$ cat src/rtl/noise_reg_if.sv
// noise_reg_if: noise-channel register block (NR41..NR44) with a stretchable trigger strobe.
// Readback path is compiled in only when NOISE_REG_READBACK_EN is defined; otherwise rd_data=8'hFF.
module noise_reg_if #(
   parameter int unsigned TRIG_CYCLES = 4
) (
   input  logic       clk,
   input  logic       reset,
   input  logic       power_on,
   input  logic       wr_en,
   input  logic       rd_en,
   input  logic [1:0] addr,
   input  logic [7:0] wr_data,
   output logic [7:0] rd_data,
   output logic       rd_valid,
   output logic [5:0] length,
   output logic [3:0] start_vol,
   output logic       env_dir,
   output logic [2:0] env_period,
   output logic [3:0] clock_shift,
   output logic       width_mode,
   output logic [2:0] divisor,
   output logic       length_en,
   output logic       length_load,
   output logic       trigger
);

   typedef enum logic {IDLE, FIRE} trigState_e;

   localparam logic [3:0] TrigLoad = 4'(TRIG_CYCLES - 1);

   logic       wrAccept, nr41Wr, nr42Wr, nr43Wr, nr44Wr, trigReq;

   logic [5:0] length_q, length_d;
   logic [3:0] startVol_q, startVol_d;
   logic       envDir_q, envDir_d;
   logic [2:0] envPeriod_q, envPeriod_d;
   logic [3:0] clockShift_q, clockShift_d;
   logic       widthMode_q, widthMode_d;
   logic [2:0] divisor_q, divisor_d;
   logic       lengthEn_q, lengthEn_d;
   logic       lengthLoad_q, lengthLoad_d;

   trigState_e state_q, state_d;
   logic [3:0] cnt_q, cnt_d;

   assign wrAccept = wr_en & power_on;
   assign nr41Wr   = wrAccept && (addr == 2'd0);
   assign nr42Wr   = wrAccept && (addr == 2'd1);
   assign nr43Wr   = wrAccept && (addr == 2'd2);
   assign nr44Wr   = wrAccept && (addr == 2'd3);
   assign trigReq  = nr44Wr & wr_data[7];

   // Powering down wipes the whole register file; NR44 bit7 is a command and never stored.
   always_comb begin
      length_d     = length_q;
      startVol_d   = startVol_q;
      envDir_d     = envDir_q;
      envPeriod_d  = envPeriod_q;
      clockShift_d = clockShift_q;
      widthMode_d  = widthMode_q;
      divisor_d    = divisor_q;
      lengthEn_d   = lengthEn_q;
      lengthLoad_d = 1'b0;
      if (!power_on) begin
         length_d     = '0;
         startVol_d   = '0;
         envDir_d     = 1'b0;
         envPeriod_d  = '0;
         clockShift_d = '0;
         widthMode_d  = 1'b0;
         divisor_d    = '0;
         lengthEn_d   = 1'b0;
      end else begin
         if (nr41Wr) begin
            length_d     = wr_data[5:0];
            lengthLoad_d = 1'b1;
         end
         if (nr42Wr) begin
            startVol_d  = wr_data[7:4];
            envDir_d    = wr_data[3];
            envPeriod_d = wr_data[2:0];
         end
         if (nr43Wr) begin
            clockShift_d = wr_data[7:4];
            widthMode_d  = wr_data[3];
            divisor_d    = wr_data[2:0];
         end
         if (nr44Wr) begin
            lengthEn_d = wr_data[6];
         end
      end
   end

   always_ff @(posedge clk) begin
      if (reset) begin
         length_q     <= '0;
         startVol_q   <= '0;
         envDir_q     <= 1'b0;
         envPeriod_q  <= '0;
         clockShift_q <= '0;
         widthMode_q  <= 1'b0;
         divisor_q    <= '0;
         lengthEn_q   <= 1'b0;
         lengthLoad_q <= 1'b0;
      end else begin
         length_q     <= length_d;
         startVol_q   <= startVol_d;
         envDir_q     <= envDir_d;
         envPeriod_q  <= envPeriod_d;
         clockShift_q <= clockShift_d;
         widthMode_q  <= widthMode_d;
         divisor_q    <= divisor_d;
         lengthEn_q   <= lengthEn_d;
         lengthLoad_q <= lengthLoad_d;
      end
   end

   always_ff @(posedge clk) begin
      if (reset) begin
         state_q <= IDLE;
         cnt_q   <= '0;
      end else begin
         state_q <= state_d;
         cnt_q   <= cnt_d;
      end
   end

   // A retrigger while firing reloads the counter so the strobe stretches with no low gap.
   always_comb begin
      state_d = state_q;
      cnt_d   = cnt_q;
      case (state_q)
         IDLE: begin
            if (trigReq) begin
               state_d = FIRE;
               cnt_d   = TrigLoad;
            end
         end
         FIRE: begin
            if (trigReq) begin
               cnt_d = TrigLoad;
            end else if (cnt_q == 4'd0) begin
               state_d = IDLE;
            end else begin
               cnt_d = cnt_q - 4'd1;
            end
         end
         default: state_d = IDLE;
      endcase
      if (!power_on) begin
         state_d = IDLE;
         cnt_d   = '0;
      end
   end

   always_comb begin
      trigger = (state_q == FIRE);
   end

   assign length      = length_q;
   assign start_vol   = startVol_q;
   assign env_dir     = envDir_q;
   assign env_period  = envPeriod_q;
   assign clock_shift = clockShift_q;
   assign width_mode  = widthMode_q;
   assign divisor     = divisor_q;
   assign length_en   = lengthEn_q;
   assign length_load = lengthLoad_q;

`ifdef NOISE_REG_READBACK_EN
   logic [7:0] rdMux;
   logic [7:0] rdData_q, rdData_d;
   logic       rdValid_q;

   // Samples register state before this edge's write lands, so read-during-write sees old data.
   always_comb begin
      case (addr)
         2'd0:    rdMux = 8'hFF;
         2'd1:    rdMux = {startVol_q, envDir_q, envPeriod_q};
         2'd2:    rdMux = {clockShift_q, widthMode_q, divisor_q};
         default: rdMux = {1'b1, lengthEn_q, 6'h3F};
      endcase
      rdData_d = rd_en ? rdMux : rdData_q;
   end

   always_ff @(posedge clk) begin
      if (reset) begin
         rdData_q  <= '0;
         rdValid_q <= 1'b0;
      end else begin
         rdData_q  <= rdData_d;
         rdValid_q <= rd_en;
      end
   end

   assign rd_data  = rdData_q;
   assign rd_valid = rdValid_q;
`else
   logic unusedReadEnable;

   assign unusedReadEnable = rd_en;
   assign rd_data          = 8'hFF;
   assign rd_valid         = 1'b0;
`endif

endmodule

$ cat config.mk
export PLATFORM = sky130hd
export DESIGN_NAME = noise_reg_if
export DESIGN_NICKNAME = d
export VERILOG_FILES = /design/src/rtl/noise_reg_if.sv
export SDC_FILE = /design/constraint.sdc
export NUM_CORES = 1
export LEC_CHECK = 0
export ABC_AREA = 0
export CAP_MARGIN = 25
export CORE_ASPECT_RATIO = 0.6
export CORE_UTILIZATION = 45
export CTS_CLUSTER_DIAMETER = 50
export DETAILED_ROUTE_END_ITERATION = 7
export HOLD_SLACK_MARGIN = 0.05
export PLACE_DENSITY = 0.83
export SYNTH_ARGS = -nofsm -noshare
export SYNTH_HDL_FRONTEND = slang
export SYNTH_SLANG_ARGS = --single-unit
$ cat constraint.sdc
create_clock -name clk -period 4.4 [get_ports clk]
set_input_delay 0.88 -clock clk [delete_from_list [all_inputs] [get_ports clk]]
set_output_delay 0.88 -clock clk [all_outputs]
set_load 0.01 [all_outputs]
======== Yosys cells after proc, flatten, opt, wreduce, memory -nomap -nowiden ========
Index checks and enable logic that the tools add are counted.
cells by class
  add/sub/neg operators ................... 1
  eq/ne operators ......................... 5
  mux-type cells .......................... 9
  bitwise gates (word level) .............. 4
  reduce and logical (&&, ||, !) cells .... 8
operators with widths
  kind                 count
  $mux 4               3
  $pmux 4 s2           1
  $eq 2x2->1 const B   2
  $logic_and 1x1->1    4
  $logic_not 4->1      1
  $mux 1               4
  $sub 4x1->4 const B  1
  $ne 3x3->1 const B   1
  $and 1x1->1          2
  $eq 2x1->1 const B   1
  $logic_not 2->1      1
  $ne 2x2->1 const B   1
  $not 1->1            2
  $pmux 1 s2           1
  $reduce_and 2->1     1
  $reduce_or 2->1      1
word-level totals
  register bits after elaboration ......... 29
  input bits .............................. 15
  word-level logic and storage cells ...... 38

======== Depth between registers and ports, before layout ========
Gate-level depths: netlist of run 1.
  depth after elaboration ................. 5
  depth in mapped cells ................... 5

======== Least setup slack after synthesis of run 1 ========
OpenSTA, ideal clock, no wires.
  path kind ............................... input port to flip-flop
  from .................................... in power_on
  to ...................................... reg length_q[0], in the netlist length[0]
  library setup time ...................... 117 ps
  arrival ................................. 1573 ps
  data required time ...................... 4283 ps
  path slack .............................. 2710 ps
  stages on the path ...................... 5
  path through ............................ buf_2 and4bb_1 buf_4 mux2i_1 nor2_1
between the ends
  cells in the longest elaborated chain, start to end .. 2
  elaborated cells between the ends (all ways) .. 4
  classes of those cells .................. 2 x bitwise; 2 x reduce/logical
ends and longest elaborated chain
  element                                               RTL line  text
  from (decl)                                           8         input logic power_on,
  $and 1x1->1 or $not 1->1 (tied branches)              --
  $logic_and 1x1->1 or $reduce_or 2->1 (tied branches)  --
  to (signal assigned)                                  106       length_q <= length_d;
  to (decl)                                             33        logic [5:0] length_q, length_d;
Parallel ways exist; a longest one is shown, timed or not.
A chain may end at the register's enable or synchronous reset.

======== Worst setup path in the final report of run 1 ========
  from .................................... reg state_q, in the netlist trigger
  to ...................................... out trigger
RTL lines
  element                 RTL line  text
  from (decl)             43        trigState_e state_q, state_d;
  from (signal assigned)  123       state_q <= state_d;
  to (decl)               24        output logic trigger
No word-level cell between the ends.

==> results of run 1 <==
routing by layer:
metal  part of all wire (%)  up-vias  global-route usage [%]  wire length [µm]
li1                       -      527                       -                 -
met1                     47      483                    25.6              1300
met2                     44       50                    31.1              1220
met3                    8.0        8                    6.97               224
met4                    1.5        0                    7.35                41
met5                      0        -                       0                 0
power by group through the flow:
stage	logic (mW)	registers, mW	clock network (mW)
2_1_floorplan	0.0252	0.272	0
3_3_place_gp	0.0393	0.271	0
3_5_place_dp	0.0401	0.272	0
4_1_cts	0.0402	0.266	0.209
5_1_grt	0.0454	0.266	0.220
6_report	0.0423	0.266	0.205
area by class of cell:
cell class	count	area [µm²]	share of cell area [%]
clock inverter	2	10.0	0.604
multi-input combinational	101	551	33.2
timing repair buffer	39	395	23.9
inverter	2	7.51	0.453
clock buffer	6	72.6	4.38
sequential	29	581	35.0
tap	32	40.0	2.42
synthesized netlist by cell type, types with 2 or more instances:
cell / number
nand4b_1: 2
inv_1: 2
buf_2: 7
mux2i_1: 8
and4b_1: 3
nand2_1: 35
a21oi_1: 18
nor3_1: 2
dfxtp_1: 29
conb_1: 2
buf_4: 10
nand3_1: 2
nor2_1: 9
worst paths after layout:
path | startpoint | end | cells past startpoint
max | trigger | trigger | 1
min | env_dir | env_dir | 2
max reg2reg | cnt_q[0] | cnt_q[1] | 5
min reg2reg | env_dir | env_dir | 2
worst register-to-register path, stage by stage (launching register included):
cell and delay [ps]:
dfxtp_1 320, inv_1 100, ha_1 220, or3b_4 420
a211o_1 300, o311ai_1 60
flip-flops by register name, indices dropped and copies added (netlist names):
signal,cells
length,6
clock_shift,4
cnt_q,4
start_vol,4
divisor,3
env_period,3
env_dir,1
length_en,1
length_load,1
trigger,1
width_mode,1
per-stage QoR:
stage               power [mW]  cell area [µm²]  setup slack (ps)
detailed placement       0.312             1560              1580
global placement         0.311             1560              1610
global route             0.531             1660              2140
CTS                      0.515             1640              1870
finish                   0.513             1660              2180
floorplan                0.297             1250              2710
logic make-up after synthesis:
kind of cell             synth area share [%]
AO/OA/AOI/OAI                            9.93
adder cells (fa/ha/maj)                  1.02
buffers and inverters                    9.62
flip-flops                               47.5
multiplexers                             6.55
other                                   0.614
AND/OR/NAND/NOR                          24.8
==> flow_summary_export.csv, run 1 <==
group,metric,value,unit
run_status,status,"completed",
clock_network,ctsHoldBuffers,0,
worst_setup_path,rrSetupSlack,2900,ps
global_route,grt_util_all_layers,19.9,%
routing,vias,1068,
worst_setup_path,path_buf_inv,1,
timing,min_period,2220,ps
logic_synthesis,synth_top_area_cell,"dfxtp_1",
placed_design,place_hpwl,2.10,mm
cells_and_area,fin_nets,194,
timing,rsz0062_at_grt,"no",
routing,avgRoutedWirePerCell,13.2,µm
logic_synthesis,synth_warnings,0,
timing,clock_skew,0.521,ps
global_route,grt_max_degree,32,
power_and_ir_drop,sw_frac_of_total,23.4,%
clock_network,clk_latency,280,ps
worst_setup_path,worstSetupPathType,"flop to output pin",
placed_design,gp_congestion,0.815,
min_path,hold_class,"flop to flop",
cells_and_area,final_util,65.2,%
power_and_ir_drop,powerDensity,310,nW/µm²
routing,route.detailed.drc,0,
cells_and_area,fill_cells,226,
clock_network,cts_tree,"built",
floorplan,dieHeight,42.4,µm
routing,postRouteAntennaNets,0,
timing,setup_violations,0,
clock_network,clkSinkCount,29,
power_and_ir_drop,internal_power,0.393,mW
cells_and_area,diodes,0,
power_and_ir_drop,power_frac_clock,40.0,%
floorplan,die_w,69.3,µm
floorplan,core_area,2540,µm²
clock_network,post_cts_buffers,0,
routing,via_per_inst,5.06,
floorplan,dieArea,2940,µm²
logic_synthesis,synth_edf_count,0,
clock_network,cts_made_buffers,5,
floorplan,initial_core_util,48.1,%
worst_setup_path,crit_family,"buffers and inverters",
clock_network,htreeDepth,2,
worst_setup_path,arrival,1340,ps
logic_synthesis,yosysSeqAreaShare,47.5,%
cells_and_area,drive_gt1_share,5.59,%
logic_synthesis,async_reset_ff_share,0,%
global_route,antenna_found_initial,0,
logic_synthesis,synth_ff_type,"dfxtp_1",
power_and_ir_drop,total_leakage_power,0.573,nW
worst_setup_path,required,3520,ps
placed_design,portBuffers,38,
cells_and_area,synthToLayoutAreaGrowth,35.5,%
routing,drt_first_pass_iters,5,
routing,routed_wl,2.79,mm
logic_synthesis,syn_inst,142,
floorplan,num_io_pins,49,
power_and_ir_drop,power.switching,0.120,mW
logic_synthesis,synth_top_cell_area_share,47.5,%
global_route,first_global_vias,965,
worst_setup_path,end_kind,"output pin",
logic_synthesis,ys_types,26,
worst_setup_path,worstSetupStartpointType,"flop",
clock_network,cts_resized,0,
floorplan,rows,14,
timing,tns,0,ps
logic_synthesis,avgSynthCellArea,8.61,µm²
timing,whs,451,ps
timing,max_freq,0.451,GHz
cells_and_area,final_cells,211,
logic_synthesis,synth_area,1220,µm²
cells_and_area,layout_commonest_cell,"clkdlybuf4s50_1",
routing,drt_iter0_markers,56,
worst_setup_path,crit_slowest_cell,"clkdlybuf4s50_1",
clock_network,clock_path_buffers,2,
logic_synthesis,yosys_register_bits,29,
power_and_ir_drop,power_frac_comb,8.2,%
clock_network,clkTransAtPathRegs,70,ps
global_route,grt_first_pass_wirelength,4.42,mm
worst_setup_path,max_stage_delay,590,ps
timing,finalHoldViolations,0,
clock_network,cts_root_buf,"clkbuf_8",
global_route,grt_overflow,0,
flow_run,drv_cap,0,
worst_setup_path,path_cells,"clkdlybuf4s50_1",
power_and_ir_drop,ir_drop,0.180,mV
timing,finalCritPeriodShare,50.4,%
timing,drv_slew,0,
worst_setup_path,critical_path_peak_fanout,8,
logic_synthesis,synth.area.top_cells,"dfxtp_1, nand2_1, a21oi_1",
power_and_ir_drop,seqPwrFrac,51.8,%
cells_and_area,final_cell_mix,"clkdlybuf4s50_1, nand2_1, dfxtp_1",
placed_design,dp_cells,202,
(Power assumes the default switching activity.)
==> run 2, diff against run 1 <==
--- a/config.mk
+++ b/config.mk
@@ -8,11 +8,11 @@
 export ABC_AREA = 0
 export CAP_MARGIN = 25
 export CORE_ASPECT_RATIO = 0.6
-export CORE_UTILIZATION = 45
+export CORE_UTILIZATION = 42
 export CTS_CLUSTER_DIAMETER = 50
 export DETAILED_ROUTE_END_ITERATION = 7
 export HOLD_SLACK_MARGIN = 0.05
-export PLACE_DENSITY = 0.83
+export PLACE_DENSITY = 0.78
 export SYNTH_ARGS = -nofsm -noshare
 export SYNTH_HDL_FRONTEND = slang
 export SYNTH_SLANG_ARGS = --single-unit
==> constraint.sdc (replaced) <==
create_clock -name clk -period 2.1 [get_ports clk]
set_input_delay 0.42 -clock clk [delete_from_list [all_inputs] [get_ports clk]]
set_output_delay 0.42 -clock clk [all_outputs]
set_load 0.01 [all_outputs]
==> flow_summary_export.csv, run 2 (synthesis gave the netlist of run 1 again) <==
group,metric,value,unit
clock_network,cts_tree,"built",
clock_network,clock_path_buffers,2,
power_and_ir_drop,power.total,1.14,mW
worst_setup_path,crit_family,"buffers and inverters",
clock_network,cts_made_buffers,5,
clock_network,clk_latency,270,ps
worst_setup_path,worstSetupStartpointType,"flop",
global_route,grt_first_pass_wirelength,4.62,mm
worst_setup_path,arrival,1320,ps
cells_and_area,synthToLayoutAreaGrowth,38.3,%
worst_setup_path,required,1680,ps
floorplan,core_area,2630,µm²
floorplan,die_w,71.7,µm
routing,routed_wl,2.81,mm
worst_setup_path,worstSetupPathType,"flop to output pin",
timing,drv_slew,0,
placed_design,gp_congestion,0.793,
global_route,antenna_found_initial,0,
global_route,grt_overflow,0,
routing,route.detailed.drc,0,
floorplan,initial_core_util,46.5,%
timing,rsz0062_at_grt,"no",
worst_setup_path,rrSetupSlack,590,ps
routing,via_per_inst,5.00,
floorplan,num_io_pins,49,
worst_setup_path,max_stage_delay,590,ps
routing,drt_iter0_markers,65,
worst_setup_path,path_buf_inv,1,
routing,avgRoutedWirePerCell,13.1,µm
routing,vias,1070,
run_status,status,"completed",
clock_network,htreeDepth,2,
cells_and_area,fin_nets,197,
timing,clock_skew,0.331,ps
timing,setup_violations,0,
placed_design,dp_cells,206,
clock_network,post_cts_buffers,0,
worst_setup_path,end_kind,"output pin",
worst_setup_path,path_cells,"clkdlybuf4s50_1",
clock_network,cts_root_buf,"clkbuf_8",
flow_run,drv_cap,0,
timing,finalHoldViolations,0,
global_route,grt_util_all_layers,19.8,%
placed_design,place_hpwl,2.15,mm
timing,max_freq,0.576,GHz
cells_and_area,largest_register_ffs,6,
global_route,grt_max_degree,22,
global_route,first_global_vias,978,
clock_network,ctsHoldBuffers,0,
timing,tns,0,ps
power_and_ir_drop,powerDensity,675,nW/µm²
floorplan,rows,14,
power_and_ir_drop,ir_drop,0.373,mV
timing,min_period,1740,ps
timing,finalCritPeriodShare,82.7,%
placed_design,portBuffers,38,
worst_setup_path,crit_slowest_cell,"clkdlybuf4s50_1",
floorplan,dieArea,3140,µm²
cells_and_area,layout_commonest_cell,"clkdlybuf4s50_1",
floorplan,dieHeight,43.8,µm
cells_and_area,final_cell_mix,"clkdlybuf4s50_1, nand2_1, dfxtp_1",
cells_and_area,final_util,64.3,%
routing,drt_first_pass_iters,4,
power_and_ir_drop,total_leakage_power,0.594,nW
clock_network,cts_resized,0,
min_path,hold_class,"flop to flop",
cells_and_area,diodes,0,
routing,postRouteAntennaNets,0,
cells_and_area,final_cells,214,
cells_and_area,drive_gt1_share,7.69,%
clock_network,clkSinkCount,29,
worst_setup_path,critical_path_peak_fanout,8,
clock_network,clkTransAtPathRegs,60,ps
run 2: changes by cell type in the layout (fill, tap and decap cells not counted), sizes merged:
cell    previous run  this run
clkinv             2         1
clkbuf             6         7
buf                1         4
run 2: area by class of cell:
cell class	count	area (µm²)
Fill cell	224	937
Sequential cell	29	581
Multi-Input combinational cell	101	551
Timing Repair Buffer	42	410
Clock buffer	7	96.3
Tap cell	32	40.0
Inverter	2	7.51
Clock inverter	1	5.00
run 2: per-layer routing:
| layer | vias to the layer above | track usage, % | share of wire (%) |
|---|---|---|---|
| met5 | - | 0 | 0 |
| met4 | 0 | 4.71 | 0.25 |
| met3 | 2 | 6.98 | 6.0 |
| met2 | 31 | 30.4 | 44 |
| met1 | 503 | 26.9 | 50 |
| li1 | 534 | - | - |
run 2: worst paths after layout:
check,from,end,cells after the start
setup reg to reg,cnt_q[0],cnt_q[1],5
hold reg to reg,env_period[0],env_period[0],2
setup / recovery,trigger,trigger,1
hold / removal,env_period[0],env_period[0],2
run 2: metrics by stage:
stage	hold WS, ps	setup slack (ps)	cell area, µm²
after floorplan	481	713	1250
final	461	363	1690
after global routing	488	271	1690
after CTS	462	356	1690
after global placement	445	252	1590
after detailed placement	453	249	1590
run 2: where the power goes:
part / internal [mW] / switching (mW)
Combinational: 0.0433 / 0.0478
Sequential: 0.554 / 0.00244
Clock: 0.295 / 0.198
Total: 0.893 / 0.248
run 2: worst min-delay path, cell delays in order (launching register included):
cell	delay, ps
dfxtp_1	310
nand2_1	50
a21oi_1	50
==> run 3, diff against run 2 <==
==> constraint.sdc (replaced) <==
create_clock -name clk -period 1.6 [get_ports clk]
set_input_delay 0.32 -clock clk [delete_from_list [all_inputs] [get_ports clk]]
set_output_delay 0.32 -clock clk [all_outputs]
set_load 0.01 [all_outputs]
==> flow_summary_export.csv, run 3 (synthesis gave the netlist of run 1 again) <==
group,metric,value,unit
routing,avgRoutedWirePerCell,13.1,µm
worst_setup_path,path_cells,"clkdlybuf4s50_1",
min_path,whs_endpoint,"env_period[0]",
power_and_ir_drop,power.switching,0.327,mW
cells_and_area,layout.area.seq,582,µm²
min_path,min_path_cells,2,
placed_design,gp_congestion,0.787,
worst_setup_path,crit_family,"buffers and inverters",
worst_setup_path,max_stage_delay,560,ps
global_route,grt_overflow,0,
cells_and_area,final_cell_mix,"clkdlybuf4s50_1, nand2_1, dfxtp_1",
timing,min_period,1550,ps
cells_and_area,fill_cells,204,
worst_setup_path,reg2regPathDepth,5,
timing,finalCritPeriodShare,96.7,%
worst_setup_path,path_buf_inv,1,
cells_and_area,final_util,65.5,%
placed_design,dp_cells,210,
placed_design,portBuffers,38,
cells_and_area,largest_register_ffs,6,
floorplan,initial_core_util,46.5,%
worst_setup_path,critical_path_peak_fanout,8,
global_route,antenna_found_initial,0,
floorplan,die_w,71.7,µm
power_and_ir_drop,power_frac_comb,8.4,%
routing,route.detailed.drc,0,
worst_setup_path,rrSetupSlack,100,ps
timing,rsz0062_at_grt,"no",
worst_setup_path,worstSetupStartpointType,"flop",
routing,vias,1092,
floorplan,dieArea,3140,µm²
worst_setup_path,required,1280,ps
placed_design,place_hpwl,2.17,mm
clock_network,post_cts_buffers,0,
global_route,grt_max_degree,18,
power_and_ir_drop,total_leakage_power,0.613,nW
power_and_ir_drop,power_frac_clock,43.0,%
clock_network,clkSinkCount,29,
clock_network,htreeDepth,2,
cells_and_area,diodes,0,
floorplan,rows,14,
routing,postRouteAntennaNets,0,
cells_and_area,layout_commonest_cell,"clkdlybuf4s50_1",
worst_setup_path,end_kind,"output pin",
clock_network,ctsHoldBuffers,0,
floorplan,dieHeight,43.8,µm
timing,finalHoldViolations,0,
cells_and_area,synthToLayoutAreaGrowth,40.8,%
routing,routed_wl,2.85,mm
clock_network,cts_resized,1,
power_and_ir_drop,seqPwrFrac,48.6,%
timing,clock_skew,0.990,ps
worst_setup_path,regToRegStartpoint,"cnt_q[0]",
global_route,grt_first_pass_wirelength,4.64,mm
clock_network,clock_path_buffers,2,
cells_and_area,fin_nets,201,
power_and_ir_drop,ir_drop,0.531,mV
min_path,hold_class,"flop to flop",
clock_network,cts_tree,"built",
worst_setup_path,arrival,1230,ps
timing,setup_violations,0,
cells_and_area,drive_gt1_share,10.2,%
clock_network,clkTransAtPathRegs,60,ps
timing,tns,0,ps
floorplan,core_area,2630,µm²
power_and_ir_drop,powerDensity,874,nW/µm²
worst_setup_path,timing.rr.end,"cnt_q[1]",
worst_setup_path,worstSetupPathType,"flop to output pin",
clock_network,cts_root_buf,"clkbuf_8",
routing,drt_first_pass_iters,4,
power_and_ir_drop,sw_frac_of_total,21.7,%
min_path,hold_start,"env_period[0]",
routing,drt_iter0_markers,56,
cells_and_area,final_cells,218,
power_and_ir_drop,internal_power,1.18,mW
global_route,grt_util_all_layers,19.7,%
clock_network,cts_made_buffers,5,
timing,drv_slew,0,
routing,via_per_inst,5.01,
flow_run,drv_cap,0,
timing,max_freq,0.646,GHz
worst_setup_path,crit_slowest_cell,"clkdlybuf4s50_1",
clock_network,clk_latency,280,ps
cells_and_area,multi_input_area,551,µm²
floorplan,num_io_pins,49,
run_status,status,"completed",
global_route,first_global_vias,998,
## run 3: worst max path at each step
stage,depth (start not counted),to,start,slack (ps)
after detailed placement,5,length[5],addr[1],-80
after global routing,1,trigger,trigger,10
after global placement,5,length[3],addr[1],-20
after CTS,1,trigger,trigger,50
after floorplan,5,cnt_q[1],cnt_q[0],210
final,1,trigger,trigger,50
## run 3: final cells by class
cell class	count	share of cell area, %
sequential	29	33.8
multi-input combinational	101	32.0
timing repair buffer	46	25.6
clock buffer	7	5.60
tap	32	2.33
inverter	2	0.436
clock inverter	1	0.291
## run 3: routing by layer
| metal | vias to the layer above | GRT usage (%) | wire [µm] | share of wire (%) |
|---|---|---|---|---|
| li1 | 543 | - | - | - |
| met5 | - | 0 | 0 | 0 |
| met2 | 38 | 30.9 | 1270 | 45 |
| met1 | 509 | 26.1 | 1340 | 47 |
| met3 | 2 | 6.28 | 225 | 7.9 |
| met4 | 0 | 5.88 | 13 | 0.46 |
## run 3: power groups by stage
stage / sequential [mW] / combinational (mW) / clock, mW
final: 0.731 / 0.126 / 0.647
after detailed placement: 0.747 / 0.124 / 0
after CTS: 0.731 / 0.125 / 0.660
after floorplan: 0.749 / 0.0692 / 0
after global routing: 0.731 / 0.137 / 0.692
after global placement: 0.746 / 0.121 / 0
## run 3: stage by stage
stage / setup slack, ps / power (mW) / cell area [µm²] / hold WS [ps]
floorplan: 213 / 0.818 / 1250 / 456
finish: 52.6 / 1.50 / 1720 / 456
CTS: 48.4 / 1.52 / 1720 / 456
global placement: -25.0 / 0.868 / 1620 / 445
detailed placement: -84.9 / 0.871 / 1620 / 448
global route: 11.3 / 1.56 / 1720 / 477
